File: src/rtl/reg_pkg.sv
// Shared definitions for the serializer: FSM state encoding and counter sizing.
package reg_pkg;

  localparam logic ST_IDLE  = 1'b0;
  localparam logic ST_SHIFT = 1'b1;

  // Counter width for a word of n bits; one bit is the floor so N=2 still works.
  function automatic int cnt_width(input int n);
    return (n <= 2) ? 1 : $clog2(n);
  endfunction

endpackage

File: src/rtl/bit_counter.sv
// Loadable down-counter with a zero flag. Load has priority over decrement.
module bit_counter #(
  parameter int W = 2
) (
  input  logic         clk,
  input  logic         rst,
  input  logic         load,
  input  logic [W-1:0] load_val,
  input  logic         dec,
  output logic         zero
);

  logic [W-1:0] r_cnt;

  always_ff @(posedge clk or negedge rst) begin
    if (!rst) begin
      r_cnt <= '0;
    end else if (load) begin
      r_cnt <= load_val;
    end else if (dec) begin
      r_cnt <= r_cnt - 1'b1;
    end
  end

  assign zero = (r_cnt == '0);

endmodule

File: src/rtl/piso_serializer.sv
// Parallel-in serial-out stage with valid/ready on both sides; a new word may be
// accepted on the same edge that consumes the last bit, so words stream gap-free.
module piso_serializer
  import reg_pkg::*;
#(
  parameter int N         = 4,
  parameter bit MSB_FIRST = 1'b1
) (
  input  logic         clk,
  input  logic         rst,
  input  logic         load_valid,
  input  logic [N-1:0] load_data,
  output logic         load_ready,
  output logic         ser_out,
  output logic         ser_valid,
  output logic         ser_last,
  input  logic         ser_ready,
  output logic         busy
);

  localparam int            CW       = cnt_width(N);
  localparam logic [CW-1:0] CNT_LAST = CW'(N - 1);

  logic         r_state;
  logic         w_state_nxt;
  logic [N-1:0] r_sh;
  logic         w_cnt_zero;
  logic         w_word_acc;
  logic         w_bit_acc;

  assign w_word_acc = load_valid & load_ready;
  assign w_bit_acc  = ser_valid & ser_ready;

  // Gated by rst so nothing is accepted while reset is held.
  assign load_ready = rst & ((r_state == ST_IDLE) | (ser_last & ser_ready));

  always_ff @(posedge clk or negedge rst) begin
    if (!rst) begin
      r_state <= ST_IDLE;
    end else begin
      r_state <= w_state_nxt;
    end
  end

  always_comb begin
    w_state_nxt = r_state;
    case (r_state)
      ST_IDLE: begin
        if (w_word_acc) w_state_nxt = ST_SHIFT;
      end
      default: begin
        if (w_bit_acc && w_cnt_zero) w_state_nxt = w_word_acc ? ST_SHIFT : ST_IDLE;
      end
    endcase
  end

  always_comb begin
    ser_valid = (r_state == ST_SHIFT);
    busy      = (r_state == ST_SHIFT);
    ser_last  = (r_state == ST_SHIFT) & w_cnt_zero;
  end

  always_ff @(posedge clk or negedge rst) begin
    if (!rst) begin
      r_sh <= '0;
    end else if (w_word_acc) begin
      r_sh <= load_data;
    end else if (w_bit_acc) begin
      if (MSB_FIRST) r_sh <= {r_sh[N-2:0], 1'b0};
      else           r_sh <= {1'b0, r_sh[N-1:1]};
    end
  end

  // Output bit is a register bit directly, no logic after the flop.
  assign ser_out = MSB_FIRST ? r_sh[N-1] : r_sh[0];

  bit_counter #(.W(CW)) u_bit_counter (
    .clk      (clk),
    .rst      (rst),
    .load     (w_word_acc),
    .load_val (CNT_LAST),
    .dec      (w_bit_acc),
    .zero     (w_cnt_zero)
  );

endmodule

File: config.mk
export PLATFORM = sky130hd
export DESIGN_NAME = piso_serializer
export DESIGN_NICKNAME = d
export VERILOG_FILES = /design/src/rtl/reg_pkg.sv /design/src/rtl/bit_counter.sv /design/src/rtl/piso_serializer.sv
export SDC_FILE = /design/constraint.sdc
export NUM_CORES = 1
export LEC_CHECK = 0
export CELL_PAD_IN_SITES_DETAIL_PLACEMENT = 0
export CELL_PAD_IN_SITES_GLOBAL_PLACEMENT = 1
export CORE_AREA = 3 3 40 42
export CTS_BUF_LIST = sky130_fd_sc_hd__clkbuf_16
export CTS_CLUSTER_DIAMETER = 200
export DETAILED_ROUTE_END_ITERATION = 16
export DIE_AREA = 0 0 43 45
export GPL_ROUTABILITY_DRIVEN = 0
export HOLD_SLACK_MARGIN = 0.06
export PLACE_DENSITY = 0.66
export SYNTH_ARGS = -nofsm -noshare
export SYNTH_HDL_FRONTEND = slang
export SYNTH_SLANG_ARGS = --single-unit
File: constraint.sdc
create_clock -name clk -period 2 [get_ports clk]
set_input_delay 0.3 -clock clk [delete_from_list [all_inputs] [get_ports clk]]
set_output_delay 0.3 -clock clk [all_outputs]
set_load 0.005 [all_outputs]
==> results.txt, run 1 <==
----------------------------------------------------
[Status]
  Status ... complete, no violations

[Global routing]
  Overall routing resource usage ... 0.0814
  Pin count of the biggest net entering global routing ... 9
  Initial antenna violation count ... 0
  First-pass GRT wire length ... between 1 and 1.5 mm
  Total global routing overflow ... 0
  Number of global-route vias before repair ... 250

[Yosys]
  Mean post-synth cell area ... between 10 and 15 um2
  Total nets after synthesis ... 39
  Top post-synthesis cells by count ... dfrtp_1 (7), nand2_1 (4), inv_1 (3), mux2_1 (3), mux2_4 (3)
  Synth top area cells ... dfrtp_1 (48%), mux2_4 (12%), mux2_1 (9.2%)
  Top-area cell type share of the netlist area ... 0.478
  Synth Warn # ... 0
  Number of synthesized flops with an enable pin ... 0
  Post-synthesis cell type count ... 15
  Flip-flop and latch count after synthesis ... 7
  Biggest area consumer among synthesized cells ... dfrtp_1
  FFs w/ async S/R, synth ... 1.00
  Portion of the post-synthesis area used by sequential elements ... 0.478
  Cell with the most instances after synthesis ... dfrtp_1
  Prevailing post-synth register cell ... dfrtp_1
  Area of the mapped netlist ... about 370 um2
  Syn Inst Count ... 30

[Floorplan]
  Die height ... roughly 45 um
  Number of primary I/O pins ... 13
  Starting density of the core ... 0.285
  Total Die Area ... about 1900 um2
  Horizontal extent of the die ... 43 um
  Standard-cell row count ... 13
  Core Footprint ... ~1300 um2

[Setup path]
  Critical path endpoint category ... output pin
  Arrival time reported for the critical path endpoint ... 1620 ps
  Peak fanout along the critical path ... 3
  Startpoint kind of the worst setup timing path ... register
  Critical Setup Path Class ... register to output pin
  Required time of the critical path ... 1700 ps

[Detailed routing]
  Via count ... between 200 and 300
  DRC violations left ... 0
  Number of routed nets with antenna violations ... 0
  Drt total wl ... approximately 680 um
  Number of violations reported at the end of detailed-routing iteration 0 ... 3
  Number of iterations in the first detailed-routing pass ... 2
  DR WL/cell ... around 11 um
  Detailed-route vias per instance ... 4.45

[Placed design]
  I/O Buffers ... 12
  Placement Setup Slack ... roughly 130 ps
  Placed cell areas ... 505 um2
  Post-detailed-placement half-perimeter wirelength ... about 490 um

[Hold path]
  Path type of the worst min-delay path ... input pin to async pin

[Layout]
  Number of antenna diodes ... 0
  Layout Area Growth over Synthesis ... 62.1%
  Layout cell share with drive strength beyond 1 ... 0.277
  Final nets ... 57
  Final core utilization ... 0.463
  Count of fill cells added during filler insertion ... 119
  Cell area after layout ... between 500 and 600 um2

[Job]
  Max-cap viol count ... 0

[STA]
  Number of setup violations in the final report ... 0
  Largest clock skew in the final design ... about 2.4 ps
  Maximum clock frequency ... around 0.52 GHz
  Least-Margin Pin Slew ... 208 ps
  Max-slew violation count ... 0
  Post-route minimum period ... just under 2000 ps
  Number of hold-slack violations in the final timing report ... 0
  Final critical-path share of the clock period ... 0.962
  Max_slew headroom ... 0.861
  Setup WS post-layout ... 75.4 ps

[Power]
  Peak supply drop ... about 0.65 mV
  Power per cell area ... 1570 nW/um2
  Leakage component of the power ... 0.290 nW

[Clocking]
  Total clock buffers created by CTS ... 3
  Clock latency at the later pin of the worst-skew pair ... between 200 and 250 ps
  Total number of H-tree levels ... 1
  Maximum root-to-sink buffer count ... 2
  CTS clk-pin slew, worst paths ... roughly 40 ps
  Clock Sink Count ... 7
  CTS root buf ... clkbuf_16
  Count of hold-fix buffers inserted at cts ... 0
  Clock tree from TritonCTS ... done

----------------------------------------------------
timing repair:
action,4_1_cts,5_1_grt
buffers inserted,0,1
setup endpoints to repair,0,1
gates resized for setup,0,1
cell families (layout without fill, tap and decap cells):
family / count (synthesis) / count (layout) / synth area share
and+or+nand+nor: 8 / 8 / 0.123
muxes: 7 / 7 / 0.242
DFF: 7 / 7 / 0.478
buffers and inverters: 4 / 21 / 0.0512
AOI/OAI and AO/OA: 2 / 2 / 0.0478
adders and majority gates: 1 / 1 / 0.0341
xor gates and xnor gates: 1 / 1 / 0.0239
power breakdown:
| part | internal, W | switching [W] |
|---|---|---|
| Clock | 0.000260 | 0.0000745 |
| Sequential | 0.000209 | 0.0000337 |
| Combinational | 0.000231 | 0.000126 |
| Total | 0.000700 | 0.000234 |
cells in the final DEF, fill, tap and decap left out:
| cell type | count |
|---|---|
| nand3_2 | 1 |
| dfrtp_1 | 7 |
| ha_2 | 1 |
| mux2_1 | 3 |
| buf_4 | 2 |
| and2_1 | 1 |
| and2_2 | 1 |
| nand2_2 | 1 |
| o211ai_1 | 1 |
| clkdlybuf4s50_1 | 12 |
| clkbuf_16 | 3 |
| mux2i_1 | 1 |
| nand2_1 | 4 |
| a21bo_2 | 1 |
| inv_1 | 4 |
| mux2_4 | 3 |
| xnor2_1 | 1 |
metal layers:
layer	wire [um]	track usage	vias up
met5	0	0	-
met4	15	0.0723	0
met3	68	0.0478	3
met2	293	0.114	13
met1	305	0.0862	127
li1	-	-	133
registers in the layout, summed over array words and instances, names as in the netlist:
| register | flops |
|---|---|
| r_sh | 4 |
| u_bit_counter.r_cnt | 2 |
| busy | 1 |
stage by stage:
step	setup TNS, ps	total power (W)	hold slack, ps	std cells
final	0	0.000934	386	62
after global routing	-4.94	0.000985	403	62
after CTS	0	0.000925	398	61
after detailed placement	0	0.000586	506	57
after global placement	0	0.000567	492	57
after floorplan	0	0.000457	4.41	30
path summary, 6_finish.rpt:
path | slack, ps | depth (start not counted) | from | end
min in group clk | 520 | 2 | r_sh[0]$_DFFE_PN0P_ | r_sh[0]$_DFFE_PN0P_
min reg2reg | 520 | 2 | r_sh[0]$_DFFE_PN0P_ | r_sh[0]$_DFFE_PN0P_
max reg2reg | 550 | 5 | u_bit_counter.r_cnt[0]$_DFFE_PN0P_ | r_sh[2]$_DFFE_PN0P_
min | 390 | 2 | rst | u_bit_counter.r_cnt[1]$_DFFE_PN0P_
max | 80 | 5 | u_bit_counter.r_cnt[0]$_DFFE_PN0P_ | load_ready
max in group asynchronous | 1480 | 2 | rst | r_sh[1]$_DFFE_PN0P_
final cells by class:
| class | count | area, um2 | area share |
|---|---|---|---|
| Clock buffer | 3 | 75.1 | 0.126 |
| Inverter | 3 | 11.3 | 0.0189 |
| Timing Repair Buffer | 14 | 135 | 0.227 |
| Tap cell | 15 | 18.8 | 0.0316 |
| Sequential cell | 7 | 175 | 0.295 |
| Clock inverter | 1 | 3.75 | 0.00632 |
| Multi-Input combinational cell | 19 | 175 | 0.295 |
worst max-delay path, stage by stage, from the launching register on:
cell,delay (ps)
dfrtp_1,350
inv_1,100
ha_2,190
a21bo_2,150
and2_1,120
clkdlybuf4s50_1,490
(Power assumes the default switching activity.)
==> run 2: changes to the inputs <==
ABC_AREA = 0   (was unset)
==> results of run 2 <==
Final layout, timing and power as in run 1 (identical DEF).
